`src/rtl/diff_pkg.sv`:
```
// Shared encodings and defaults for the diff instruction sequencer.
package diff_pkg;

    typedef logic [1:0] diff_state_t;

    localparam diff_state_t ST_IDLE = 2'd0;
    localparam diff_state_t ST_SCAN = 2'd1;
    localparam diff_state_t ST_DONE = 2'd2;

    localparam int WIDTH_DEF = 32;
    localparam int IDX_W_DEF = 5;
    localparam int DIFF_NONE = 0;

endpackage

```
`src/rtl/diff_lsb_isolate.sv`:
```
// Isolates the lowest set bit of x (x & -x) and encodes its position.
// Only instantiated when DIFF_SEQ_FAST_EN is defined.
module diff_lsb_isolate #(
    parameter int WIDTH = 32,
    parameter int IDX_W = 5
) (
    input  logic [WIDTH-1:0] x,
    output logic [WIDTH-1:0] onehot,
    output logic [IDX_W-1:0] idx
);

    assign onehot = x & (~x + WIDTH'(1));

    // onehot has at most one bit set, so OR-ing positions is an exact encode
    always_comb begin
        idx = '0;
        for (int i = 0; i < WIDTH; i++) begin
            if (onehot[i]) begin
                idx = idx | IDX_W'(i);
            end
        end
    end

endmodule

```
`src/rtl/diff_seq_ctrl.sv`:
```
// Sequencer for the "diff" instruction: index of the lowest bit where op_a and op_b differ.
// Define DIFF_SEQ_FAST_EN for a single-edge resolve instead of the shift-scan.
//
// state | meaning
// IDLE  | waiting for start; result outputs hold the last answer
// SCAN  | searching x = op_a ^ op_b for its lowest set bit
// DONE  | one-cycle done pulse, busy still high
module diff_seq_ctrl
    import diff_pkg::*;
#(
    parameter int WIDTH = WIDTH_DEF,
    parameter int IDX_W = IDX_W_DEF
) (
    input  logic             clk,
    input  logic             rst,
    input  logic             start,
    input  logic [WIDTH-1:0] op_a,
    input  logic [WIDTH-1:0] op_b,
    output logic             busy,
    output logic             done,
    output logic [WIDTH-1:0] diff_bit,
    output logic             no_diff
);

    diff_state_t      state_q;
    logic [WIDTH-1:0] x_q;
    logic [WIDTH-1:0] diff_bit_q;
    logic             no_diff_q;

`ifdef DIFF_SEQ_FAST_EN
    logic [WIDTH-1:0] lsb_onehot;
    logic [IDX_W-1:0] lsb_idx;

    diff_lsb_isolate #(
        .WIDTH (WIDTH),
        .IDX_W (IDX_W)
    ) u_isolate (
        .x      (x_q),
        .onehot (lsb_onehot),
        .idx    (lsb_idx)
    );
`else
    logic [IDX_W-1:0] cnt_q;
`endif

    always_ff @(posedge clk) begin
        if (rst) begin
            state_q    <= ST_IDLE;
            x_q        <= '0;
            diff_bit_q <= WIDTH'(DIFF_NONE);
            no_diff_q  <= 1'b0;
`ifndef DIFF_SEQ_FAST_EN
            cnt_q      <= '0;
`endif
        end else begin
            case (state_q)
                ST_IDLE: begin
                    if (start) begin
                        x_q        <= op_a ^ op_b;
                        diff_bit_q <= WIDTH'(DIFF_NONE);
                        no_diff_q  <= 1'b0;
`ifndef DIFF_SEQ_FAST_EN
                        cnt_q      <= '0;
`endif
                        state_q    <= ST_SCAN;
                    end
                end
                ST_SCAN: begin
`ifdef DIFF_SEQ_FAST_EN
                    if (lsb_onehot == '0) begin
                        no_diff_q  <= 1'b1;
                        diff_bit_q <= WIDTH'(DIFF_NONE);
                    end else begin
                        diff_bit_q <= WIDTH'(lsb_idx);
                    end
                    state_q <= ST_DONE;
`else
                    // x reaches zero before cnt could pass WIDTH-1, so cnt never wraps
                    if (x_q == '0) begin
                        no_diff_q  <= 1'b1;
                        diff_bit_q <= WIDTH'(DIFF_NONE);
                        state_q    <= ST_DONE;
                    end else if (x_q[0]) begin
                        diff_bit_q <= WIDTH'(cnt_q);
                        state_q    <= ST_DONE;
                    end else begin
                        x_q   <= x_q >> 1;
                        cnt_q <= cnt_q + IDX_W'(1);
                    end
`endif
                end
                ST_DONE: state_q <= ST_IDLE;
                default: state_q <= ST_IDLE;
            endcase
        end
    end

    assign busy     = (state_q == ST_SCAN) || (state_q == ST_DONE);
    assign done     = (state_q == ST_DONE);
    assign diff_bit = diff_bit_q;
    assign no_diff  = no_diff_q;

endmodule

```
`config.mk`:
```
export PLATFORM = sky130hd
export DESIGN_NAME = diff_seq_ctrl
export DESIGN_NICKNAME = d
export VERILOG_FILES = /design/src/rtl/diff_pkg.sv /design/src/rtl/diff_lsb_isolate.sv /design/src/rtl/diff_seq_ctrl.sv
export SDC_FILE = /design/constraint.sdc
export NUM_CORES = 1
export LEC_CHECK = 0
export BUFFER_PORTS_ARGS = -buffer_cell sky130_fd_sc_hd__buf_2
export CORE_MARGIN = 10
export CORE_UTILIZATION = 54
export DETAILED_ROUTE_END_ITERATION = 10
export GPL_ROUTABILITY_DRIVEN = 0
export PLACE_DENSITY = 0.86
export REMOVE_ABC_BUFFERS = 1
export SYNTH_ARGS = -nofsm -noshare
export SYNTH_HDL_FRONTEND = slang
export SYNTH_SLANG_ARGS = --single-unit
```
`constraint.sdc`:
```
create_clock -name clk -period 5.4 [get_ports clk]
set_clock_uncertainty 0.05 [all_clocks]
set_input_delay 0.27 -clock clk [delete_from_list [all_inputs] [get_ports clk]]
set_output_delay 0.27 -clock clk [all_outputs]
set_load 0.01 [all_outputs]
```
==> flow_summary.json <==
{
  "outcome": "completed",
  "start_util_pct": 55.9,
  "design_area_mm2": 0.00318,
  "ys_ff_latch": 45,
  "hold_violations": 0,
  "ys_seq_area_share_pct": 31.6,
  "vias": 2649,
  "rsz0062_at_grt": "false",
  "path_cells": "inv_1 > ha_1 > mux2_2 > nand2_1 > buf_4 > a21o_1 > a21oi_1",
  "synth-edff-count": 0,
  "place.port_buffers": 74,
  "cts_setup_buffers": 0,
  "max-vdd-ir-drop_v": 0.000238,
  "syn_area_per_cell_um2": 8.44,
  "ys.flop_type": "dfxtp_1",
  "powerDensity_mw_per_mm2": 437,
  "synth_cell_type_count": 38,
  "io_pins": 102,
  "netlist.area_leader.share_pct": 31.6,
  "clkTransAtPathRegs_ns": 0.08,
  "post-route-util_pct": 62.2,
  "fin_crit_sh_pct": 53.0,
  "coreArea_mm2": 0.00511,
  "reg2reg_from": "state_q[1]",
  "cts_max_level": 2,
  "finalWorstSetupSlack_ns": 2.54,
  "yosysMostFrequentCell": "dfxtp_1",
  "crit_fanout": 35,
  "cp-end-kind": "register",
  "startpoint_type": "register",
  "hold_start": "start",
  "design.die.area_mm2": 0.00859,
  "die_y_um": 92.7,
  "worstSetupPathType": "register to register",
  "hp-class": "input pin to register",
  "dpl_cell_area_mm2": 0.00310,
  "tritoncts": "yes",
  "cts_hold_buf": 0,
  "crit_arrival_ns": 3.03,
  "syn_to_final_growth_pct": 11.3,
  "synthTopCellsByArea": "dfxtp_1 32%, buf_4 7.4%, xor2_1 7.1%",
  "finalSetupViolations": 0,
  "wirelength_um": 6960,
  "grt_max_degree": 55,
  "synth_area_leader_cell": "dfxtp_1",
  "crit_family": "adder cells",
  "tightest_slew_ns": 1.26,
  "critPathRequiredTime_ns": 5.57,
  "power_leakage_nw": 1.39,
  "slowest_delay_ns": 0.61,
  "async_flop_share_pct": 0,
  "tns_ns": 0,
  "maxCapViolCount": 0,
  "critPathSlowestCell": "ha_1",
  "finalMaxSlewViolations": 0,
  "clk_path_buf_depth": 2,
  "reg2regPathDepth": 7,
  "hpwl_um": 4980,
  "drtPass1Iterations": 4,
  "dp_slack_ns": 2.58,
  "drc": 0,
  "first_global_vias": 2552,
  "critPathBufInv": 2,
  "whs_path_depth": 4,
  "antenna_found_initial": 0,
  "insertion_delay_ns": 0.29,
  "grt_usage_pct": 16.0,
  "ys_warn_count": 0,
  "cp-startpoint": "state_q[1]",
  "wl_per_cell_um": 14.9,
  "die_w_um": 92.7,
  "synthesis.area_mm2": 0.00285,
  "num-nets-final": 469,
  "cts_root_buf": "clkbuf_8",
  "crit_cells": 7,
  "drive_gt1_share_pct": 21.4,
  "cts_num_sinks": 45,
  "syn_inst": 338,
  "grt_pass1_wl_um": 11800,
  "ctsResizeCount": 0,
  "fp-row-count": 26,
  "viasPerCell": 5.67,
  "cts_buffers": 5,
  "drt_iter0_drc": 256,
  "r2r_setup_slack_ns": 2.54,
  "slew_headroom_pct": 15.4,
  "max_clock_freq_mhz": 349,
  "finalCriticalPeriod_ns": 2.86,
  "antenna_cells": 0,
  "grt_overflow": 0,
  "detail-route-antenna-nets": 0,
  "synth_common_cells": "45 x dfxtp_1, 34 x a21oi_1, 34 x nand3_1, 28 x buf_4, 25 x a21o_1"
}
[layer usage]
layer	up-vias	share of wire, %	track usage (%)
li1	1301	-	-
met1	1223	42	19.8
met2	118	48	25.9
met3	7	9.3	4.76
met4	0	1.2	4.76
met5	-	0	0
[tightest hold or removal path: cells and delay by family]
family                 cells  cell delay, ns
AO/OA/AOI/OAI              1            0.13
buffers and inverters      1            0.10
AND/OR/NAND/NOR            2            0.10
[metrics by stage]
step | hold slack (ns) | power (mW) | std cells
after CTS | 0.313 | 1.38 | 467
after global routing | 0.336 | 1.51 | 467
after floorplan | 0.289 | 0.995 | 311
final | 0.318 | 1.39 | 467
after global placement | 0.400 | 1.16 | 459
after detailed placement | 0.406 | 1.19 | 459
[state kept, by name (all words and copies together), names as in the netlist]
register and flops:
x_q 32, cnt_q 5, diff_bit 5, state_q 2, no_diff 1
[placed cells by master (no fill, tap or decap), types with 2 or more instances in the layout]
cell,netlist,routed
mux2i_1,2,2
a21oi_1,34,34
nor4_1,9,9
a21o_1,25,25
buf_2,7,74
nor2_1,5,5
dfxtp_1,45,45
conb_1,1,27
o211ai_1,8,8
nand3_1,34,34
and4_1,2,2
ha_1,6,6
a22oi_1,23,23
and3_1,2,2
inv_1,5,5
a22o_1,5,5
nor3_1,3,3
o2111ai_1,2,2
buf_4,28,4
clkbuf_1,14,3
nand2_1,5,5
o21ai_0,13,13
xnor2_1,9,9
clkbuf_8,0,5
nand4_1,3,3
nand3b_1,8,8
o31ai_1,3,3
xor2_1,23,23
[path summary, 6_finish.rpt]
path / end
setup reg to reg: x_q[8]
hold / removal: no_diff
setup / recovery: x_q[8]
hold reg to reg: diff_bit[4]
[cell families after synthesis]
family	count (synthesis)	synth area share [%]
buf+inv	59	12.8
mux	3	1.10
xor+xnor	32	9.82
simple gates	73	14.0
compound gates	119	27.9
flops	45	31.6
fa+ha+maj	6	2.63
other cells	1	0.131
[cell type report]
class                   instances  area (um^2)
fillers                       462         1930
multi-input cells             260         1680
flip-flops and latches         45          901
repair buffers                 78          400
well taps                      70         87.6
clock buffers                   8         80.1
inverters                       6         22.5
[where the power goes]
| part | switching, mW | internal [mW] |
|---|---|---|
| Combinational | 0.434 | 0.255 |
| Sequential | 0.0802 | 0.424 |
| Clock | 0.103 | 0.0920 |
Note: power is estimated with default switching activity, not from simulation.
